**config.mk**
```make
export PLATFORM = sky130hd
export DESIGN_NAME = ram_bist_ctrl
export DESIGN_NICKNAME = d
export VERILOG_FILES = /design/src/rtl/ram_bist_ctrl.sv
export SDC_FILE = /design/constraint.sdc
export NUM_CORES = 1
export LEC_CHECK = 0
export CORE_ASPECT_RATIO = 1.5
export CORE_UTILIZATION = 52
export CTS_CLUSTER_DIAMETER = 40
export DETAILED_ROUTE_END_ITERATION = 8
export PLACE_DENSITY = 0.89
export SLEW_MARGIN = 5
export SYNTH_ARGS = -nofsm -noshare
export SYNTH_HDL_FRONTEND = slang
export SYNTH_SLANG_ARGS = --single-unit
```
**constraint.sdc**
```tcl
create_clock -name clk -period 2.3 [get_ports clk]
set_input_delay 0.46 -clock clk [delete_from_list [all_inputs] [get_ports clk]]
set_output_delay 0.46 -clock clk [all_outputs]
set_load 0.02 [all_outputs]
```
**src/rtl/ram_bist_ctrl.sv**
```systemverilog
// ram_bist_ctrl: march-test BIST initiator for a small single-port RAM.
// Runs write / read-check / inverted-write / read-check over every address
// and reports pass, a saturating error count and the first failing word.
module ram_bist_ctrl #(
    parameter int                 ADDR_W  = 4,
    parameter int                 DATA_W  = 8,
    parameter logic [DATA_W-1:0]  PATTERN = 8'hA5,
    parameter int                 RD_LAT  = 1
) (
    input  logic              clk,
    input  logic              rst,
    input  logic              start,
    output logic              busy,
    output logic              done,
    output logic              pass,
    output logic [7:0]        err_count,
    output logic [ADDR_W-1:0] fail_addr,
    output logic [DATA_W-1:0] fail_data,
    output logic              we,
    output logic              re,
    output logic [ADDR_W-1:0] addr,
    output logic [DATA_W-1:0] din,
    input  logic [DATA_W-1:0] dout
);

    localparam int                DEPTH      = 2 ** ADDR_W;
    localparam logic [ADDR_W-1:0] ADDR_MAX   = ADDR_W'(DEPTH - 1);
    localparam logic [1:0]        DRAIN_LAST = 2'(RD_LAT - 1);

    typedef enum logic [2:0] {
        IDLE,
        W_ASC,
        R_ASC,
        W_DSC,
        R_DSC,
        FIN
    } state_t;

    state_t            state;
    logic [1:0]        drain_cnt;

    // Read-check pipeline: one entry per issued read, aligned with dout.
    logic [RD_LAT-1:0] pipe_valid;
    logic [ADDR_W-1:0] pipe_addr [RD_LAT];
    logic [DATA_W-1:0] pipe_exp  [RD_LAT];

    logic [DATA_W-1:0] exp_now;
    logic              hit;
    logic [7:0]        err_next;

    // Background pattern for a word: seed XOR its (resized) address.
    function automatic logic [DATA_W-1:0] data_of(input logic [ADDR_W-1:0] a);
        return PATTERN ^ DATA_W'(a);
    endfunction

    // Expected read value for the address on the bus, and the compare at the pipe tail.
    always_comb begin
        // NOTE: every always_comb output gets a default first so no path leaves it unassigned (no latch).
        exp_now  = data_of(addr);
        hit      = 1'b0;
        err_next = err_count;
        if (state == R_DSC) begin
            exp_now = ~data_of(addr);
        end
        if (pipe_valid[RD_LAT-1] && (dout != pipe_exp[RD_LAT-1])) begin
            hit = 1'b1;
        end
        if (hit && (err_count != 8'hFF)) begin
            err_next = err_count + 8'd1;
        end
    end

    // Valid bits of the check pipeline: a registered re pushes an entry.
    always_ff @(posedge clk) begin
        if (!rst) begin
            pipe_valid <= '0;
        end else begin
            pipe_valid[0] <= re;
            for (int i = 1; i < RD_LAT; i++) begin
                pipe_valid[i] <= pipe_valid[i-1];
            end
        end
    end

    // Address/expected payload of the check pipeline.
    always_ff @(posedge clk) begin
        // NOTE: payload registers carry no reset; they are only consumed behind their valid bit.
        pipe_addr[0] <= addr;
        pipe_exp[0]  <= exp_now;
        for (int i = 1; i < RD_LAT; i++) begin
            pipe_addr[i] <= pipe_addr[i-1];
            pipe_exp[i]  <= pipe_exp[i-1];
        end
    end

    // Main sequencer: phase control, RAM strobes, result registers.
    always_ff @(posedge clk) begin
        if (!rst) begin
            // NOTE: sequential state uses non-blocking assignments so every register sees pre-edge values.
            state     <= IDLE;
            drain_cnt <= 2'd0;
            busy      <= 1'b0;
            done      <= 1'b0;
            pass      <= 1'b0;
            err_count <= 8'd0;
            fail_addr <= '0;
            fail_data <= '0;
            we        <= 1'b0;
            re        <= 1'b0;
            addr      <= '0;
            din       <= '0;
        end else begin
            err_count <= err_next;
            if (hit && (err_count == 8'd0)) begin
                fail_addr <= pipe_addr[RD_LAT-1];
                fail_data <= dout;
            end

            case (state)
                IDLE: begin
                    we   <= 1'b0;
                    re   <= 1'b0;
                    done <= 1'b0;
                    if (start) begin
                        err_count <= 8'd0;
                        fail_addr <= '0;
                        fail_data <= '0;
                        pass      <= 1'b0;
                        busy      <= 1'b1;
                        we        <= 1'b1;
                        addr      <= '0;
                        din       <= data_of('0);
                        state     <= W_ASC;
                    end
                end

                W_ASC: begin
                    if (addr == ADDR_MAX) begin
                        we    <= 1'b0;
                        re    <= 1'b1;
                        addr  <= '0;
                        state <= R_ASC;
                    end else begin
                        addr <= addr + 1'b1;
                        din  <= data_of(addr + 1'b1);
                    end
                end

                R_ASC: begin
                    if (re) begin
                        if (addr == ADDR_MAX) begin
                            re        <= 1'b0;
                            drain_cnt <= 2'd0;
                        end else begin
                            addr <= addr + 1'b1;
                        end
                    end else if (drain_cnt == DRAIN_LAST) begin
                        we    <= 1'b1;
                        addr  <= ADDR_MAX;
                        din   <= ~data_of(ADDR_MAX);
                        state <= W_DSC;
                    end else begin
                        drain_cnt <= drain_cnt + 2'd1;
                    end
                end

                W_DSC: begin
                    if (addr == '0) begin
                        we    <= 1'b0;
                        re    <= 1'b1;
                        addr  <= ADDR_MAX;
                        state <= R_DSC;
                    end else begin
                        addr <= addr - 1'b1;
                        din  <= ~data_of(addr - 1'b1);
                    end
                end

                R_DSC: begin
                    if (re) begin
                        if (addr == '0) begin
                            re        <= 1'b0;
                            drain_cnt <= 2'd0;
                        end else begin
                            addr <= addr - 1'b1;
                        end
                    end else if (drain_cnt == DRAIN_LAST) begin
                        // The last compare lands on this edge, so pass uses err_next.
                        busy  <= 1'b0;
                        done  <= 1'b1;
                        pass  <= (err_next == 8'd0);
                        state <= FIN;
                    end else begin
                        drain_cnt <= drain_cnt + 2'd1;
                    end
                end

                FIN: begin
                    done  <= 1'b0;
                    state <= IDLE;
                end

                default: begin
                    busy  <= 1'b0;
                    we    <= 1'b0;
                    re    <= 1'b0;
                    state <= IDLE;
                end
            endcase
        end
    end

endmodule

```
; ---- After elaboration in Yosys (flattened, before gate mapping)
; Memories as Yosys holds them, arrays and structs flattened.
; Index checks and enable logic that the tools add are counted.
[word_totals]
ff_bits = 43
mem_bits_rw = 12
input_bits = 11
output_inout_bits = 37
word_cells = 137
n_memories = 2
[op_classes]
add_sub_neg = 4
eq_ne = 23
mux = 62
bitwise_logic = 8
n_reduce_logical = 25
[mem_list]
columns = memory, depth, width, rd, rd_ports_with_merged_regs, wr, line_no
row1 = pipe_exp, 1, 8, 1, 0, 1, 45  ; logic [DATA_W-1:0] pipe_exp [RD_LAT];
row2 = pipe_addr, 1, 4, 1, 0, 1, 44  ; logic [ADDR_W-1:0] pipe_addr [RD_LAT];
[ops]
columns = operator, n
row1 = 2-to-1 mux 8 bit, 12
row2 = 2-to-1 mux 4 bit, 11
row3 = one-hot mux 8 bit (4 select lines), 1
row4 = 2-to-1 mux 3 bit, 7
row5 = inequality test 2 bit (second input constant), 10
row6 = one-hot mux 4 bit (5 select lines), 1
row7 = 2-to-1 mux 1 bit, 18
row8 = zero test 8 bit, 2
row9 = inverter 8 bit, 2
row10 = one-hot mux 3 bit (5 select lines), 1
row11 = inverter 2 -> 4 bit, 3
row12 = AND reduction 6 bit, 2
row13 = 2-to-1 mux 2 bit, 5
row14 = one-hot mux 1 bit (5 select lines), 2
row15 = inequality test 3 bit (second input constant), 3
row16 = AND reduction 3 bit, 3
row17 = adder 8 x 1 -> 8 bit (second input constant), 1
row18 = inequality test 8 bit, 1
row19 = inequality test 8 bit (second input constant), 1
row20 = AND reduction 4 bit, 2
row21 = AND reduction 7 bit, 1
row22 = equality test 3 x 2 -> 1 bit (second input constant), 2
row23 = equality test 3 bit (second input constant), 2
row24 = nonzero test 2 bit, 3
row25 = other kinds (20), 26

; ---- Logic depth before layout (Yosys ltp)
; An unclocked memory read counts as a cell.
[depth]
ltp_word = 10
mapped_depth = 10

; ---- Least setup slack after synthesis
; No wires, ideal clock.
[synth_path]
path_kind = register to register
start = register addr[0]
end = register addr[2]
arrival_ps = 2006
path_slack_ps = 175
stages_incl_launch_ff = 10
path_buffers = 1
path_cell_list = dfxtp_1 inv_1 ha_1 or3b_1 buf_6 nand3_1 a211oi_2 o21ai_1 a22oi_1 nor2b_1
[synth_between]
elab_chain_len = 4
elab_cells_between_ends = 14
cone_classes = 2 x add/sub / 3 x eq/ne / 7 x mux / 2 x reduce/logical
[synth_lines]
columns = element, line_no
row1 = from (decl), 21  ; output logic [ADDR_W-1:0] addr,
row2 = from (signal assigned), 144  ; addr <= addr + 1'b1;
row3 = from (signal assigned), 155  ; addr <= addr + 1'b1;
row4 = from (signal assigned), 174  ; addr <= addr - 1'b1;
row5 = subtractor 4 x 1 -> 4 bit / adder 4 x 1 -> 4 bit (equally long branches), n/a
row6 = "2-to-1 mux 4 bit, on equally long branches", "181, 151"
row7 = "2-to-1 mux 4 bit, on equally long branches", "180, 150"
row8 = one-hot mux 4 bit (5 select lines), 119  ; case (state)
; Several ways; a longest one is shown, not always the timed one. The select of a mux whose other input is x is not followed.
; A chain may end at the register's enable or synchronous reset.

; ---- Worst setup path after layout
[layout_path]
start = register re
end = output port re
[layout_lines]
columns = element, line_no
row1 = from (decl), 20  ; output logic re,
row2 = from (signal assigned), 109  ; re <= 1'b0;
row3 = from (signal assigned), 122  ; re <= 1'b0;
row4 = from (signal assigned), 140  ; re <= 1'b1;
; No word-level cell between the ends.

==> impl_metrics.tcl <==
set metrics [dict create \
    yosys_register_bits 51 \
    tightest_slew_ns 0.662 \
    p_clk_share_pct 33.3 \
    finalHoldViolCount 0 \
    dieHeight_um 88.5 \
    vias 2261 \
    first_pass_iters 4 \
    grt_start_max_net_pins 21 \
    dp_worst_setup_slack_ns 0.0272 \
    die_w_um 59.6 \
    cts_buffers 5 \
    synth_mux_area_share_pct 8.55 \
    drive_gt1_share_pct 8.93 \
    fin_area_mm2 0.00319 \
    relSlewSlack_pct 55.8 \
    power.leakage_nw 1.20 \
    die-area_mm2 0.00528 \
    power.internal_mw 1.22 \
    gp_congestion 0.823 \
    rows 31 \
    num_io_pins 48 \
    arrival_ns 1.69 \
    area_growth_pct 23.1 \
    status "completed" \
    synth_area_mm2 0.00259 \
    p_seq_share_pct 55.1 \
    cp_top_family "buffers and inverters" \
    syn_area_per_cell_um2 8.81 \
    synth_edf_count 0 \
    dp_hpwl_um 4110 \
    clkTransAtPathRegs_ns 0.10 \
    drv_slew 0 \
    fin_crit_ns 2.15 \
    gr-usage-all-layers_pct 23.4 \
    drc 0 \
    fmax_mhz 466 \
    synth_top_family_by_area "simple AND/OR/NAND/NOR gates" \
    cts_setup_buffers 0 \
    place_area_mm2 0.00309 \
    cp-end-kind "primary output" \
    critPathMaxFanout 15 \
    cp_slowest_cell "clkdlybuf4s50_1" \
    setup_violations 0 \
    initial_core_util_pct 53.9 \
    final_nets 352 \
    crit_type "register to primary output" \
    cts_root_buffer "clkbuf_8" \
    htree_levels 2 \
    period_share_pct 93.4 \
    grt_pass1_wl_um 9420 \
    instances_no_fill 402 \
    hp-class "register to register" \
    p_comb_share_pct 11.7 \
    syn_inst 294 \
    clkSinkCount 51 \
    start_kind "register" \
    cts_hold_buf 0 \
    rsz0062_at_grt "no" \
    cap_violations 0 \
    grt_pass1_vias 2128 \
    crit_required_ns 1.84 \
    slowest_delay_ns 0.71 \
    synth_fa_ha_area_share_pct 2.90 \
    p_sw_share_pct 27.1 \
    p_switching_mw 0.453 \
    routed_wl_um 5850 \
    synth-xor-area-share_pct 6.08 \
    antenna_cells 0 \
    via_per_inst 5.62 \
    fin_setup_tns_ns 0 \
    syn_nets 311 \
    clock_path_buffers 2 \
    holdWs_ns 0.440 \
    synth_top_flop_cell "dfxtp_1" \
    path_cells "clkdlybuf4s50_1" \
    yosysWarnings 0 \
    synth-async-reset-ratio_pct 0 \
    gr-total-overflow 0 \
    power_density_mw_per_mm2 524 \
    cts_tree "built" \
    yosysSeqAreaShare_pct 39.4 \
    antenna_found_initial 0 \
    drtIter0Drc 99 \
    yosys.area_share.simple_pct 19.7 \
    fin_util_pct 66.3 \
    core_mm2 0.00481 \
    post_cts_resized 0 \
    p_total_mw 1.67 \
    wl_per_cell_um 14.5 \
    synth_compound_area_share_pct 16.8 \
    port_buffers 47 \
    dp.cells 394 \
    detail-route-antenna-nets 0 \
    clock_latency_ns 0.32 \
    finalWorstSetupSlack_ns 0.153 \
    crit_buf_inv 1 \
    ys_types 55 \
    ir_drop_mv 0.338 \
    fillCellCount 405 \
    fin_skew_ns 0.00766 \
]
## flip-flops by register name, summed over array words and instances (netlist names)
name and count:
we 1, addr 4, state 3, pipe_exp 6
done 1, din 6, fail_data 8, busy 1
pass 1, err_count 8, pipe_valid 1, fail_addr 4
drain_cnt 2, pipe_addr 4, re 1
## Yosys cell counts, types with 2 or more instances
library cell  number  area (µm²)
dfxtp_1           51        1020
nor2_1            36         135
mux2i_1           21         210
xnor2_1           15         131
o21ai_0           14        70.1
a21oi_1           13        65.1
nand2_1           11        41.3
clkbuf_1           9        33.8
nand3_1            9        45.0
inv_1              7        26.3
buf_2              6        30.0
ha_1               6        75.1
nand2b_1           6        37.5
nor2b_1            6        37.5
nor3_1             5        25.0
nor3b_1            5        37.5
nor4_1             5        31.3
and3_1             4        25.0
buf_6              4        45.0
o21a_1             4        30.0
o22ai_1            4        25.0
and2_1             3        18.8
buf_4              3        22.5
inv_2              3        11.3
nand4_1            3        18.8
o211ai_1           3        22.5
o21ai_1            3        15.0
xor2_1             3        26.3
a21boi_0           2        15.0
a31oi_1            2        12.5
nand2_2            2        12.5
o32a_1             2        20.0
or3b_1             2        17.5
## path summary, 6_finish.rpt
kind / start / endpoint / slack (ns) / depth (start not counted)
worst max-delay path: re / re / 0.15 / 1
worst min register to register: addr[1] / pipe_addr[0][1] / 0.44 / 0
worst min-delay path: addr[1] / pipe_addr[0][1] / 0.44 / 0
worst max register to register: addr[1] / addr[2] / 0.20 / 8
## layer usage
layer / GRT usage (%) / up-vias / wire [µm]
li1: - / 1113 / -
met1: 23.9 / 1057 / 2210
met2: 42.0 / 73 / 3130
met3: 4.24 / 18 / 259
met4: 16.5 / 0 / 253
met5: 0 / - / 0
## power groups by stage
stage	sequential [mW]	combinational [mW]	clock (mW)
3_3_place_gp	0.940	0.191	0
2_1_floorplan	0.952	0.119	0
6_report	0.921	0.195	0.557
3_5_place_dp	0.942	0.192	0
4_1_cts	0.921	0.195	0.572
5_1_grt	0.924	0.212	0.614
## area by class of cell
type | instances | area (µm²) | share of cell area [%]
repair buffers | 56 | 551 | 17.3
multi-input cells | 211 | 1400 | 43.9
inverters | 10 | 37.5 | 1.18
clock buffers | 5 | 68.8 | 2.16
clock inverters | 3 | 28.8 | 0.902
well taps | 66 | 82.6 | 2.59
flip-flops and latches | 51 | 1020 | 32.0
## kinds of logic (layout without fill, tap and decap cells)
kind of cell / after synthesis / count (layout)
adders and majority gates: 6 / 6
DFF: 51 / 51
buffers and inverters: 32 / 74
xor gates and xnor gates: 18 / 18
AOI/OAI and AO/OA: 64 / 64
and+or+nand+nor: 101 / 101
muxes: 22 / 22
## cells in the final DEF (no fill, tap or decap), types with 6 or more instances in the layout
cell type | netlist | layout
xnor2_1 | 15 | 15
o21ai_0 | 14 | 14
mux2i_1 | 21 | 21
nand3_1 | 9 | 9
clkdlybuf4s50_1 | 0 | 47
nor2_1 | 36 | 36
buf_4 | 3 | 8
a21oi_1 | 13 | 13
inv_1 | 7 | 7
ha_1 | 6 | 6
nand2_1 | 11 | 11
dfxtp_1 | 51 | 51
nor2b_1 | 6 | 6
nand2b_1 | 6 | 6
Power figures use the tool's default switching activity.
